[src/rtl/controller_nes.sv]
`default_nettype none
// ============================================================================
// Module   : controller_nes
// Purpose  : Polls an NES game pad. The pad contains a 4021 parallel-in /
//            serial-out register. The block pulses LATCH, then clocks the
//            eight button bits out with eight CLOCK pulses. It presents the
//            decoded button set as one atomically updated byte.
// Revision : 1.0 - initial release
// ----------------------------------------------------------------------------
// Parameters
//   LATCH_CYCLES      : latch pulse width in clk cycles (>= 3)
//   PULSE_HALF_CYCLES : high and low width of each CLOCK pulse phase (>= 2)
// Ports
//   clk             in   sole clock, rising edge
//   rst_n           in   asynchronous active-low reset
//   start           in   level request; sampled only when no read is running
//   data_in         in   pad serial data, active-low, asynchronous to clk
//   latch_out       out  registered pad LATCH
//   pulse_out       out  registered pad CLOCK
//   buttons_pressed out  registered button set, 1 = pressed
//                        (A, B, Select, Start, Up, Down, Left, Right = bit0..7)
// ============================================================================
module controller_nes #(
  parameter int LATCH_CYCLES      = 1200,
  parameter int PULSE_HALF_CYCLES = 600
) (
  input  logic       clk,
  input  logic       rst_n,
  input  logic       start,
  input  logic       data_in,
  output logic       latch_out,
  output logic       pulse_out,
  output logic [7:0] buttons_pressed
);

  // The phase counter only has to reach the longest phase length minus one.
  localparam int c_PHASE_MAX = (LATCH_CYCLES > PULSE_HALF_CYCLES) ?
                               LATCH_CYCLES : PULSE_HALF_CYCLES;
  localparam int c_CNT_W     = $clog2(c_PHASE_MAX);

  localparam logic [c_CNT_W-1:0] c_LATCH_LAST = c_CNT_W'(LATCH_CYCLES - 1);
  localparam logic [c_CNT_W-1:0] c_HALF_LAST  = c_CNT_W'(PULSE_HALF_CYCLES - 1);
  localparam logic [3:0]         c_LAST_PULSE = 4'd7;

  typedef enum logic [2:0] {
    IDLE       = 3'd0,
    LATCH      = 3'd1,
    PULSE_HIGH = 3'd2,
    PULSE_LOW  = 3'd3,
    DONE       = 3'd4
  } state_t;

  state_t             r_state;
  state_t             w_state_next;
  logic [c_CNT_W-1:0] r_phase_cnt;
  logic [3:0]         r_bit_cnt;      // pulses completed, 0..8
  logic [1:0]         r_sync;         // r_sync[1] is the usable sample
  logic [7:0]         r_shadow;
  logic               r_latch;
  logic               r_pulse;
  logic [7:0]         r_buttons;

  logic               w_phase_last;
  logic               w_sample;
  logic [2:0]         w_bit_idx;

  assign latch_out       = r_latch;
  assign pulse_out       = r_pulse;
  assign buttons_pressed = r_buttons;

  // Pad data is active-low: a 0 on the line means the button is pressed.
  assign w_sample  = ~r_sync[1];
  // Pulse n (1..7) delivers bit n. r_bit_cnt holds n-1 during pulse n.
  assign w_bit_idx = r_bit_cnt[2:0] + 3'd1;

  // --------------------------------------------------------------------------
  // Last cycle of the current timed phase
  // --------------------------------------------------------------------------
  always_comb begin
    w_phase_last = 1'b0;
    case (r_state)
      LATCH:                 w_phase_last = (r_phase_cnt == c_LATCH_LAST);
      PULSE_HIGH, PULSE_LOW: w_phase_last = (r_phase_cnt == c_HALF_LAST);
      default:               w_phase_last = 1'b0;
    endcase
  end

  // --------------------------------------------------------------------------
  // Next-state logic
  // --------------------------------------------------------------------------
  // DONE also acts as the idle decision cycle. A start that is still high
  // there launches the next latch directly. Continuous polling therefore
  // repeats every LATCH_CYCLES + 16*PULSE_HALF_CYCLES + 1 cycles. A low start
  // parks the machine in IDLE.
  always_comb begin
    w_state_next = r_state;
    case (r_state)
      IDLE: begin
        if (start) w_state_next = LATCH;
      end
      LATCH: begin
        if (w_phase_last) w_state_next = PULSE_HIGH;
      end
      PULSE_HIGH: begin
        if (w_phase_last) w_state_next = PULSE_LOW;
      end
      PULSE_LOW: begin
        if (w_phase_last) begin
          w_state_next = (r_bit_cnt == c_LAST_PULSE) ? DONE : PULSE_HIGH;
        end
      end
      DONE: begin
        w_state_next = start ? LATCH : IDLE;
      end
      default: w_state_next = IDLE;
    endcase
  end

  // --------------------------------------------------------------------------
  // State register and counters
  // --------------------------------------------------------------------------
  always_ff @(posedge clk or negedge rst_n) begin
    if (!rst_n) begin
      r_state     <= IDLE;
      r_phase_cnt <= '0;
      r_bit_cnt   <= 4'd0;
    end else begin
      r_state <= w_state_next;

      // Every phase starts counting from zero. The counter is idle outside
      // the timed phases.
      if ((w_state_next != r_state) || (r_state == IDLE) || (r_state == DONE)) begin
        r_phase_cnt <= '0;
      end else begin
        r_phase_cnt <= r_phase_cnt + 1'b1;
      end

      if (r_state == DONE) begin
        r_bit_cnt <= 4'd0;
      end else if ((r_state == PULSE_LOW) && w_phase_last) begin
        r_bit_cnt <= r_bit_cnt + 4'd1;
      end
    end
  end

  // --------------------------------------------------------------------------
  // Input synchronizer. Reset value is the released (not pressed) level.
  // --------------------------------------------------------------------------
  always_ff @(posedge clk or negedge rst_n) begin
    if (!rst_n) begin
      r_sync <= 2'b11;
    end else begin
      r_sync <= {r_sync[0], data_in};
    end
  end

  // --------------------------------------------------------------------------
  // Shadow capture
  // --------------------------------------------------------------------------
  // The 4021 presents bit0 while LATCH is high. After each CLOCK rising edge
  // it presents the next bit. Sampling at the end of each low phase gives
  // the synchronizer the whole pulse period to settle. Nothing is sampled
  // after the eighth pulse.
  always_ff @(posedge clk or negedge rst_n) begin
    if (!rst_n) begin
      r_shadow <= 8'h00;
    end else if ((r_state == LATCH) && w_phase_last) begin
      r_shadow[0] <= w_sample;
    end else if ((r_state == PULSE_LOW) && w_phase_last && (r_bit_cnt < c_LAST_PULSE)) begin
      r_shadow[w_bit_idx] <= w_sample;
    end
  end

  // --------------------------------------------------------------------------
  // Registered outputs (one cycle behind the state)
  // --------------------------------------------------------------------------
  // The button byte changes only when a read has completed. A read aborted
  // by reset never reaches DONE, so partial data is never exposed.
  always_ff @(posedge clk or negedge rst_n) begin
    if (!rst_n) begin
      r_latch   <= 1'b0;
      r_pulse   <= 1'b0;
      r_buttons <= 8'h00;
    end else begin
      r_latch <= (r_state == LATCH);
      r_pulse <= (r_state == PULSE_HIGH);
      if (r_state == DONE) begin
        r_buttons <= r_shadow;
      end
    end
  end

endmodule
`default_nettype wire

[config.mk]
export PLATFORM = sky130hd
export DESIGN_NAME = controller_nes
export DESIGN_NICKNAME = d
export VERILOG_FILES = /design/src/rtl/controller_nes.sv
export SDC_FILE = /design/constraint.sdc
export NUM_CORES = 1
export LEC_CHECK = 0
export ABC_AREA = 1
export BUFFER_PORTS_ARGS = -buffer_cell sky130_fd_sc_hd__buf_4
export CAP_MARGIN = 20
export CORE_MARGIN = 2
export CORE_UTILIZATION = 55
export DETAILED_ROUTE_END_ITERATION = 6
export PLACE_DENSITY = 0.76
export SLEW_MARGIN = 40
export SYNTH_ARGS = -nofsm -noshare
export SYNTH_HDL_FRONTEND = slang
export SYNTH_SLANG_ARGS = --single-unit
[constraint.sdc]
create_clock -name clk -period 1.9 [get_ports clk]
set_input_delay 0.285 -clock clk [delete_from_list [all_inputs] [get_ports clk]]
set_output_delay 0.285 -clock clk [all_outputs]
set_load 0.005 [all_outputs]
**Word-level counts from Yosys, hierarchy flattened**

Cells that the tools add are included.

- Flip-flop bits (word level): 38
- Logic and storage cells: 52

- Add/subtract/negate cells: 3
- $lt $le $gt $ge: 3
- Eq/ne operators: 8
- Multiplexer cells: 16
- Bitwise logic cells: 2
- Reductions and logical operators: 11

Operators with widths:

| kind | count |
|---|---|
| 3-bit two-way mux | 5 |
| 3-bit case mux with 5 select lines | 1 |
| 11-bit by 1-bit adder with 11-bit output, second input constant | 1 |
| 11-bit by 10-bit equality test with 1-bit output, second input constant | 1 |
| 11-bit equality test, second input constant | 1 |
| 11-bit two-way mux | 1 |
| 8-bit bitwise mux | 1 |
| 4-bit two-way mux | 2 |
| 3-bit by 2-bit equality test with 1-bit output, second input constant | 2 |
| 4-bit by 1-bit adder with 4-bit output, second input constant | 1 |
| 4-bit by 3-bit equality test with 1-bit output, second input constant | 1 |
| 1-bit logical AND | 4 |
| 3-bit by 4-bit less-than comparator with 1-bit output, second input constant | 1 |
| 4-bit by 3-bit less-than comparator with 1-bit output, second input constant | 1 |
| 1-bit two-way mux | 4 |
| 2-bit nonzero test | 2 |
| 3-bit by 1-bit adder with 3-bit output, second input constant | 1 |
| 1-bit demux with 3-bit select | 1 |
| 3-bit by 1-bit equality test with 1-bit output, second input constant | 1 |
| 3-bit equality test, second input constant | 1 |
| 3-bit by 1-bit greater-or-equal comparator with 1-bit output, second input constant | 1 |
| 3-bit logical NOT | 1 |
| 3-bit inequality test | 1 |
| 1-bit logical OR | 2 |
| other kinds (4) | 5 |

**Logic depth before layout (Yosys ltp)**

Gate-level depths: netlist (run 1).

- Depth after elaboration: 9
- Gate-level depth with buffers: 12

**Worst setup path before layout (run 1)**

Ideal clock, no wire load.

- Path kind: flip-flop to flip-flop
- Start: register r_bit_cnt[0]
- End: register r_shadow[7]
- Setup time: 0.113 ns
- Arrival: 1.516 ns
- Required time: 1.787 ns
- Setup slack: 0.270 ns
- Stages on the path, launching flop included: 9
- Buffers on the path: 0
- Clock period less this slack: 1.630 ns
- Cells stage by stage: dfrtp_1 -> ha_1 -> nand2_4 -> inv_1 -> or2_4 -> nor2_1 -> nand4_1 -> nand2_1 -> inv_1

- Cells in the longest elaborated chain, start to end: 6
- Elaborated cells between the ends (all ways): 10
- Classes of those cells: 1 x add/sub; 3 x order compare; 3 x mux; 3 x reduce/logical

Ends and longest elaborated chain:

| element | line | RTL |
|---|---|---|
| start, declared | 56 | `logic [3:0] r_bit_cnt;` |
| start signal, assigned | 141 | `r_bit_cnt <= r_bit_cnt + 4'd1;` |
| 3-bit by 1-bit adder with 3-bit output | 74 | `assign w_bit_idx = r_bit_cnt[2:0] + 3'd1;` |
| 3-bit by 4-bit less-than comparator with 1-bit output (not written as such) / 3-bit by 1-bit greater-or-equal comparator with 1-bit output (equally long branches) | 170 | `r_shadow[w_bit_idx] <= w_sample;` |
| 1-bit logical AND (not written as such) | 170 |  |
| 1-bit two-way mux (not written as such) | 170 |  |
| 1-bit demux with 3-bit select | 170 |  |
| 8-bit bitwise mux | 170 |  |
| end signal, assigned by index | 170 |  |
| end, declared | 58 | `logic [7:0] r_shadow;` |

Parallel ways exist; a longest one is shown, timed or not.
A chain may end at the register's enable or synchronous reset.

**Final worst setup path (run 1)**

- Start: register r_phase_cnt[0]
- End: register r_phase_cnt[3]

- Cells in the longest elaborated chain, start to end: 8
- Elaborated cells between the ends (all ways): 12
- Classes of those cells: 1 x add/sub; 3 x eq/ne; 6 x mux; 2 x reduce/logical

Ends and longest elaborated chain:

| element | line | RTL |
|---|---|---|
| start, declared | 55 | `logic [c_CNT_W-1:0] r_phase_cnt;` |
| start signal, assigned | 135 | `r_phase_cnt <= r_phase_cnt + 1'b1;` |
| 11-bit by 10-bit equality test with 1-bit output / 11-bit equality test (equally long branches) | 83, 82 |  |
| 1-bit case mux with 2 select lines | 81 | `case (r_state)` |
| 3-bit two-way mux, on equally long branches | 108, 102, 105 |  |
| 3-bit case mux with 5 select lines | 97 | `case (r_state)` |
| 3-bit inequality test | 132 | `if ((w_state_next != r_state) \|\| (r_state == IDLE) \|\| (r_state == DONE)) begin` |
| 1-bit logical OR (2 in series) | 132 |  |
| 11-bit two-way mux (*) | 132 |  |

Every way passes the cells marked *; elsewhere a longest branch is shown, timed or not.

==> qor.csv, run 1 <==
stage,metric,value,unit
run_status,status,"complete, no violations",
die,Die W,63.1,um
critical_path,Worst path max stage delay,380,ps
sta,Layout Skew,11.0,ps
sta,fin crit period,1710,ps
finish,filler instances,307,
critical_path,CP required,2120,ps
detailed_routing,met2 wire len,1420,um
finish,area grow syn2layout,11.0,%
logic_synthesis,Seq cells post-synth,38,
placed_design,DP Area,2060,um2
die,core area,3340,um2
finish,nets@finish,251,
placed_design,pre-CTS WS,209,ps
logic_synthesis,"area leader, netlist",dfrtp_1,
placed_design,post-DP HPWL,2220,um
logic_synthesis,Yosys cell types,30,
global_routing,total global-route track usage,19.2,%
detailed_routing,drt total wl,3180,um
sta,Final setup viols,0,
detailed_routing,Met1 Routed Length,1580,um
clock_network,H-tree levels,2,
logic_synthesis,Synth Area per Inst,8.47,um2
logic_synthesis,Syn. warnings,0,
logic_synthesis,area of the mapped netlist,1920,um2
sta,Slew Limit Fails,0,
die,IO Pins,14,
sta,Setup TNS,0,ps
logic_synthesis,syn_nets,233,
logic_synthesis,"Top FF cell, synth",dfrtp_1,
sta,final setup margin,187,ps
finish,post-layout instance area,2130,um2
sta,Fmax,0.584,GHz
critical_path,"Worst Path Class, Setup",reg -> reg,
die,Starting Density,57.6,%
detailed_routing,per-cell routed wire length,10.9,um
job,Max Cap Viol,0,
global_routing,GRT overflow,0,
clock_network,CTS tree,built,
sta,transition time of the tightest slew-check pin,556,ps
critical_path,slowest cell on the critical path,dfrtp_1,
global_routing,antenna violations before repair,0,
die,die height,63.1,um
detailed_routing,Residual DRC,0,
clock_network,clock sink count,38,
logic_synthesis,"count leader, synth",nand2_1,
sta,final worst path period share,90.1,%
logic_synthesis,asr flop ratio synth,100,%
critical_path,Worst EP arrival,1930,ps
placed_design,Port-buffer cells,13,
clock_network,cts bufs inserted,5,
clock_network,Root Driver,clkbuf_4,
detailed_routing,TritonRoute pass-1 iters,4,
sta,relative slew slack,62.9,%
detailed_routing,metal3 WL,116,um
logic_synthesis,area share of the largest cell type after synthesis,46.8,%
sta,final hold viol count,0,
logic_synthesis,"top cells by area, synth","dfrtp_1 47%, nand2_1 8.6%, inv_1 7.4%",
clock_network,clk_lat worst skew,330,ps
placed_design,routability cong.,0.858,
clock_network,setup bufs post-CTS,0,
critical_path,CP Launch Type,flop,
pwr,pwr/cell area,589,nW/um2
critical_path,Worst Setup End Kind,flop,
logic_synthesis,"Seq/Total Area, Yosys",49.6,%
detailed_routing,DRT iter0 DRCs,82,
clock_network,clk buf depth,2,
worst_hold_path,Hold Crit Class,in -> reg,
critical_path,"CP delay by family, top",simple AND/OR/NAND/NOR gates,
critical_path,crit-path max FO,11,
finish,ANT cells,0,
clock_network,Clock transition at path regs,110,ps
logic_synthesis,Mapped Cells,227,
sta,RSZ-0062 raised after global routing,false,
die,# rows,21,
critical_path,Worst Path Buf+Inv,1,
logic_synthesis,"top cells by count, synth","44 x nand2_1, 38 x inv_1, 36 x dfrtp_1",
detailed_routing,top sig layer,met4,
detailed_routing,Routed Antenna Nets,0,
global_routing,vias in the first global route,1344,
detailed_routing,total number of vias,1452,
global_routing,largest net degree at the start of global routing,39,
critical_path,crit path cell chain,"ha_1, nand2_1, nor2_1, nand2_1, inv_1, nand3_1, o21ai_2, o21ai_2, nand2_2, nor2_1",
die,Die ar.,3990,um2
pwr,maximum VDD drop,0.678,mV
logic_synthesis,"EDFF count, synth",0,
global_routing,first-pass GRT wire length,5880,um
finish,layout cells sized above 1,17.9,%
pwr,leakage power,1.11,nW
detailed_routing,routed vias/inst,4.97,
finish,Finished Core Util,64.0,%
-- stage by stage --
stage          hold WS (ps)  instances  total power [mW]
3_3_place_gp            272        283             0.851
2_1_floorplan         -10.6        227             0.831
3_5_place_dp            271        283             0.851
5_1_grt                9.04        292              1.32
6_report               43.4        292              1.26
4_1_cts                27.4        292              1.28
-- sequential cells by signal, summed over array words and instances (netlist names) --
name	flops
pulse_out	1
r_sync	2
latch_out	1
r_bit_cnt	4
r_phase_cnt	11
buttons_pressed	8
r_shadow	8
r_state	3
-- final cells by class --
| class | instances | area (um2) | area share (%) |
|---|---|---|---|
| flip-flops and latches | 38 | 953 | 44.7 |
| clock buffers | 7 | 55.1 | 2.58 |
| multi-input cells | 145 | 798 | 37.4 |
| repair buffers | 15 | 115 | 5.39 |
| inverters | 40 | 150 | 7.03 |
| well taps | 46 | 57.6 | 2.70 |
| clock inverters | 1 | 5.00 | 0.234 |
-- placed cells by master (no fill, tap or decap), drive strengths merged, types with 5 or more instances in the layout --
cell    synthesis  layout
nand4          20      20
xor2            5       5
inv            40      40
nor2           36      36
dfrtp          36      36
a21oi           5       5
clkbuf          2       7
buf             2      14
o21ai          13      13
nand3           8       8
nand2          48      48
-- path summary, 6_finish.rpt --
kind	depth (start not counted)	slack (ps)	endpoint	start
hold / removal	1	40	r_sync[0]$_DFF_PN1_	data_in
setup reg to reg	10	190	r_phase_cnt[3]$_DFF_PN0_	r_phase_cnt[0]$_DFF_PN0_
max in group asynchronous	2	1110	r_sync[0]$_DFF_PN1_	rst_n
min in group asynchronous	2	450	pulse_out$_DFF_PN0_	rst_n
hold reg to reg	0	360	r_sync[1]$_DFF_PN1_	r_sync[0]$_DFF_PN1_
setup / recovery	10	190	r_phase_cnt[3]$_DFF_PN0_	r_phase_cnt[0]$_DFF_PN0_
-- cell families after synthesis --
logic type	count (synthesis)	synth area share (%)
AOI/OAI and AO/OA	19	5.66
DFF	38	49.6
adders and majority gates	2	1.30
buffers and inverters	44	9.04
xor gates and xnor gates	6	2.73
and+or+nand+nor	118	31.7
-- per-layer routing --
metal,vias up,track usage [%]
met3,6,4.82
met4,0,8.33
met1,664,25.9
met5,-,0
li1,756,-
met2,26,29.5
-- report_power, final --
part | leakage, nW | switching, mW | internal [mW] | total [mW]
sequential | 0.499 | 0.00293 | 0.812 | 0.815
clock | 0.0353 | 0.243 | 0.179 | 0.422
combinational | 0.574 | 0.0154 | 0.00526 | 0.0206
-- repair_timing --
item                                    4_1_cts  5_1_grt
endpoints found under the hold margin        36        0
hold buffers                                  1        0
endpoints found under the setup margin        0        1
resized for setup                             0        1
(Power assumes the default switching activity.)
==> inputs of run 2 (changes only) <==
Settings changed: BUFFER_PORTS_ARGS -buffer_cell sky130_fd_sc_hd__buf_4 to default, DONT_BUFFER_PORTS from default to 1, PLACE_DENSITY 0.76 to 0.72.
==> qor.csv, run 2 (synthesis gave the netlist of run 1 again) <==
stage,metric,value,unit
detailed_routing,total number of vias,1416,
placed_design,post-DP HPWL,2280,um
clock_network,Clock transition at path regs,110,ps
clock_network,Root Driver,clkbuf_4,
critical_path,"Worst Path Class, Setup",reg -> reg,
clock_network,clock sink count,38,
pwr,total power,1.27,mW
sta,Slew Limit Fails,0,
placed_design,DP Cell Count,270,
clock_network,setup bufs post-CTS,0,
critical_path,Worst path max stage delay,410,ps
placed_design,Port-buffer cells,0,
global_routing,antenna violations before repair,0,
finish,nets@finish,240,
worst_hold_path,Hold Startpoint,start,
die,die height,63.1,um
clock_network,cts bufs inserted,5,
placed_design,pre-CTS WS,188,ps
critical_path,slowest cell on the critical path,dfrtp_1,
finish,filler instances,295,
critical_path,R2R Path Start,r_bit_cnt[0]$_DFFE_PN0P_,
critical_path,Worst Setup End Kind,flop,
finish,Register Area,953,um2
worst_hold_path,Hold Crit Class,in -> reg,
finish,layout cells sized above 1,14.0,%
die,# rows,21,
pwr,pwr/cell area,615,nW/um2
sta,fin crit period,1780,ps
critical_path,Worst EP arrival,2030,ps
sta,final setup margin,115,ps
die,Die ar.,3990,um2
critical_path,"CP delay by family, top",simple AND/OR/NAND/NOR gates,
critical_path,Reg2Reg Depth,8,
critical_path,Worst Path Buf+Inv,2,
global_routing,largest net degree at the start of global routing,39,
detailed_routing,DRT iter0 DRCs,93,
die,core area,3340,um2
sta,final worst path period share,93.9,%
clock_network,clk_lat worst skew,340,ps
detailed_routing,drt total wl,3220,um
sta,Final setup viols,0,
detailed_routing,TritonRoute pass-1 iters,4,
sta,relative slew slack,64.5,%
global_routing,GRT overflow,0,
finish,Layout Cells excl Fill,281,
clock_network,clk buf depth,2,
global_routing,vias in the first global route,1419,
pwr,maximum VDD drop,0.390,mV
clock_network,CTS tree,built,
sta,final hold viol count,0,
finish,most frequent cells in the layout,"44 x nand2_1, 37 x inv_1, 36 x dfrtp_1, 30 x nor2_1, 18 x nand4_1",
global_routing,total global-route track usage,18.7,%
die,IO Pins,14,
sta,Fmax,0.560,GHz
finish,"most common cell after layout, fill and taps aside",nand2_1,
sta,Setup TNS,0,ps
critical_path,crit-path max FO,10,
finish,ANT cells,0,
job,Max Cap Viol,0,
critical_path,CP Launch Type,flop,
clock_network,H-tree levels,2,
finish,Top reg by flops,r_phase_cnt,
placed_design,routability cong.,0.814,
worst_hold_path,Hold EP,r_state[0]$_DFF_PN0_,
critical_path,crit path cell chain,"ha_1, nand2_4, inv_1, or2_4, nor2_1, nand4_1, nand2_1, inv_1",
critical_path,CP required,2150,ps
critical_path,"most used cell, CP",inv_1,
global_routing,first-pass GRT wire length,5910,um
finish,number of flip-flops in the largest register,11,
detailed_routing,Routed Antenna Nets,0,
worst_hold_path,Worst Hold Depth,4,
detailed_routing,routed vias/inst,5.04,
detailed_routing,Residual DRC,0,
sta,transition time of the tightest slew-check pin,531,ps
die,Starting Density,57.6,%
die,Die W,63.1,um
critical_path,internal reg-to-reg setup slack,120,ps
sta,Layout Skew,6.04,ps
pwr,leakage power,1.05,nW
sta,WHS,176,ps
detailed_routing,per-cell routed wire length,11.5,um
critical_path,terminus of the critical flop-to-flop path,r_shadow[5]$_DFFE_PN0P_,
run_status,status,"complete, no violations",
finish,multi-input logic area,796,um2
sta,RSZ-0062 raised after global routing,false,
finish,area grow syn2layout,7.55,%
-- run 2: cell count changes in the layout (fill, tap and decap cells not counted) --
cell	previous run	this run
inv_1	38	37
nor2_1	29	30
buf_4	14	1
nor2_2	3	2
clkbuf_1	1	0
inv_2	2	3
clkinvlp_4	0	1
dlygate4sd3_1	1	2
buf_12	0	1
-- run 2: per-stage QoR --
stage                     cell area, um2  utilization (%)
final                               2070             62.0
after global placement              1960             58.9
after CTS                           2070             62.0
after floorplan                     1920                -
after global routing                2070             62.0
after detailed placement            1960             58.9
-- run 2: timing repair --
item	4_1_cts	5_1_grt
endpoints found under the setup margin	0	5
resized for setup	0	1
hold endpoints to repair	39	0
hold buffers	3	0
-- run 2: metal layers --
layer | routed length (um) | track usage [%] | vias up | part of all wire [%]
li1 | - | - | 736 | -
met1 | 1600 | 24.7 | 646 | 50
met2 | 1450 | 30.2 | 26 | 45
met3 | 122 | 3.93 | 8 | 3.8
met4 | 54 | 7.50 | 0 | 1.7
met5 | 0 | 0 | - | 0
-- run 2: final cells by class --
| cell class | instances | share of cell area (%) |
|---|---|---|
| flip-flops and latches | 38 | 46.1 |
| multi-input cells | 145 | 38.5 |
| inverters | 40 | 7.26 |
| well taps | 46 | 2.78 |
| clock buffers | 6 | 2.48 |
| repair buffers | 4 | 2.30 |
| clock inverters | 2 | 0.605 |
-- run 2: where the power goes --
part	leakage [nW]	total (mW)	internal [mW]	switching (mW)
logic	0.518	0.0232	0.00699	0.0162
clock network	0.0343	0.434	0.178	0.256
registers	0.499	0.815	0.812	0.00299
-- run 2: worst max path at each step --
stage | endpoint | startpoint | cells after the start | slack, ps
after floorplan | r_shadow[7]$_DFFE_PN0P_ | r_bit_cnt[0]$_DFFE_PN0P_ | 8 | 270
after global placement | r_shadow[5]$_DFFE_PN0P_ | r_bit_cnt[0]$_DFFE_PN0P_ | 8 | 220
after detailed placement | r_shadow[5]$_DFFE_PN0P_ | r_bit_cnt[0]$_DFFE_PN0P_ | 9 | 190
after CTS | r_shadow[5]$_DFFE_PN0P_ | r_bit_cnt[0]$_DFFE_PN0P_ | 8 | 120
after global routing | r_shadow[5]$_DFFE_PN0P_ | r_bit_cnt[0]$_DFFE_PN0P_ | 8 | 7
final | r_shadow[5]$_DFFE_PN0P_ | r_bit_cnt[0]$_DFFE_PN0P_ | 8 | 120
-- run 2: tightest hold or removal path, stage by stage --
cell     delay [ps]
nand2_1          50
o21ai_2          70
inv_1            40
nand2_1          40
==> inputs of run 3 (changes only) <==
Settings changed: CELL_PAD_IN_SITES_DETAIL_PLACEMENT from default to 1, CELL_PAD_IN_SITES_GLOBAL_PLACEMENT from default to 1, CORE_UTILIZATION 55 to 30, PLACE_DENSITY 0.72 to 0.56.
==> qor.csv, run 3 (synthesis gave the netlist of run 1 again) <==
stage,metric,value,unit
critical_path,terminus of the critical flop-to-flop path,r_phase_cnt[8]$_DFF_PN0_,
run_status,status,"complete, no violations",
finish,Top reg by flops,r_phase_cnt,
critical_path,Reg2Reg Depth,10,
critical_path,CP Launch Type,flop,
detailed_routing,Routed Antenna Nets,0,
clock_network,clk_lat worst skew,290,ps
finish,most frequent cells in the layout,"44 x nand2_1, 37 x inv_1, 36 x dfrtp_1, 30 x nor2_1, 18 x nand4_1",
finish,layout cells sized above 1,14.0,%
die,die height,84.1,um
finish,ANT cells,0,
critical_path,Worst Setup End Kind,flop,
finish,"most common cell after layout, fill and taps aside",nand2_1,
placed_design,post-DP HPWL,2820,um
placed_design,routability cong.,0.687,
critical_path,R2R Path Start,r_phase_cnt[0]$_DFF_PN0_,
sta,final worst path period share,87.6,%
finish,area grow syn2layout,12.7,%
global_routing,total global-route track usage,12.4,%
die,Starting Density,30.6,%
sta,WHS,251,ps
critical_path,Worst EP arrival,1830,ps
sta,transition time of the tightest slew-check pin,581,ps
finish,nets@finish,241,
die,Die W,84.1,um
detailed_routing,total number of vias,1449,
global_routing,GRT overflow,0,
worst_hold_path,Hold EP,r_state[0]$_DFF_PN0_,
detailed_routing,DRT iter0 DRCs,37,
critical_path,"Worst Path Class, Setup",reg -> reg,
clock_network,Clock transition at path regs,70,ps
clock_network,clock sink count,38,
sta,final hold viol count,0,
clock_network,H-tree levels,2,
sta,Final setup viols,0,
worst_hold_path,Hold Crit Class,in -> reg,
detailed_routing,routed vias/inst,4.63,
worst_hold_path,Hold Startpoint,start,
detailed_routing,drt total wl,3830,um
sta,RSZ-0062 raised after global routing,false,
critical_path,internal reg-to-reg setup slack,240,ps
detailed_routing,per-cell routed wire length,12.2,um
sta,fin crit period,1660,ps
placed_design,Port-buffer cells,0,
finish,number of flip-flops in the largest register,11,
sta,Fmax,0.601,GHz
clock_network,setup bufs post-CTS,0,
detailed_routing,Residual DRC,0,
pwr,leakage power,1.08,nW
clock_network,CTS tree,built,
critical_path,CP required,2070,ps
sta,relative slew slack,61.1,%
die,Die ar.,7070,um2
global_routing,vias in the first global route,1527,
worst_hold_path,Worst Hold Depth,4,
die,# rows,29,
sta,Setup TNS,0,ps
pwr,pwr/cell area,710,nW/um2
placed_design,DP Area,2010,um2
clock_network,cts bufs inserted,5,
pwr,maximum VDD drop,0.274,mV
sta,Slew Limit Fails,0,
job,Max Cap Viol,0,
critical_path,crit-path max FO,11,
global_routing,largest net degree at the start of global routing,39,
clock_network,clk buf depth,2,
global_routing,first-pass GRT wire length,7070,um
detailed_routing,TritonRoute pass-1 iters,4,
sta,Layout Skew,9.02,ps
die,core area,6280,um2
die,IO Pins,14,
finish,post-layout instance area,2170,um2
clock_network,Root Driver,clkbuf_8,
global_routing,antenna violations before repair,0,
==> run 3: per-stage QoR <==
step                worst slack (ps)  power (mW)  util (%)  instances
floorplan                        270       0.831         -        227
global placement                 214       0.831      32.0        302
detailed placement               188       0.831      32.0        302
CTS                              163        1.58      34.5        313
global route                    29.8        1.61      34.5        313
finish                           236        1.54      34.5        313
==> run 3: how the worst max path moves through the flow <==
stage / startpoint / end / slack (ps) / cells past startpoint
final: r_phase_cnt[0]$_DFF_PN0_ / r_phase_cnt[8]$_DFF_PN0_ / 240 / 10
after global routing: r_phase_cnt[0]$_DFF_PN0_ / r_shadow[0]$_DFFE_PN0P_ / 30 / 12
after CTS: r_phase_cnt[0]$_DFF_PN0_ / r_phase_cnt[8]$_DFF_PN0_ / 160 / 10
after floorplan: r_bit_cnt[0]$_DFFE_PN0P_ / r_shadow[7]$_DFFE_PN0P_ / 270 / 8
after global placement: r_phase_cnt[0]$_DFF_PN0_ / r_phase_cnt[2]$_DFF_PN0_ / 210 / 10
after detailed placement: r_phase_cnt[0]$_DFF_PN0_ / r_phase_cnt[9]$_DFF_PN0_ / 190 / 10
==> run 3: cell type report <==
type / count / area (um2)
clock buffer: 7 / 86.3
tap: 77 / 96.3
clock inverter: 1 / 30.0
timing repair buffer: 5 / 55.1
fill: 762 / 4110
sequential: 38 / 953
inverter: 40 / 150
multi-input combinational: 145 / 796
==> run 3: where the power goes <==
group	internal (mW)	switching, mW
clock network	0.428	0.272
logic	0.00700	0.0165
registers	0.812	0.00302
==> run 3: what timing repair did <==
item                                    in CTS  in global routing
endpoints found under the setup margin       0                  3
hold buffers                                 3                  0
resized for setup                            0                  1
endpoints found under the hold margin       39                  0
==> run 3: metal layers <==
layer / track usage (%) / part of all wire (%) / vias to the layer above / wire length, um
met5: 0 / 0 / - / 0
met4: 4.40 / 1.7 / 0 / 67
met3: 3.17 / 2.4 / 5 / 91
met2: 19.4 / 47 / 17 / 1800
met1: 16.6 / 49 / 693 / 1870
li1: - / - / 734 / -
==> run 3: critical path: stages (launching register included) <==
cell     delay, ps
dfrtp_1        370
ha_1           210
nand2_1         70
nor2_1          80
nand2_1         90
a21oi_2        160
nand4_4        120
nor2_2         120
nor2_1          70
nand2_2        200
nor2_1          70
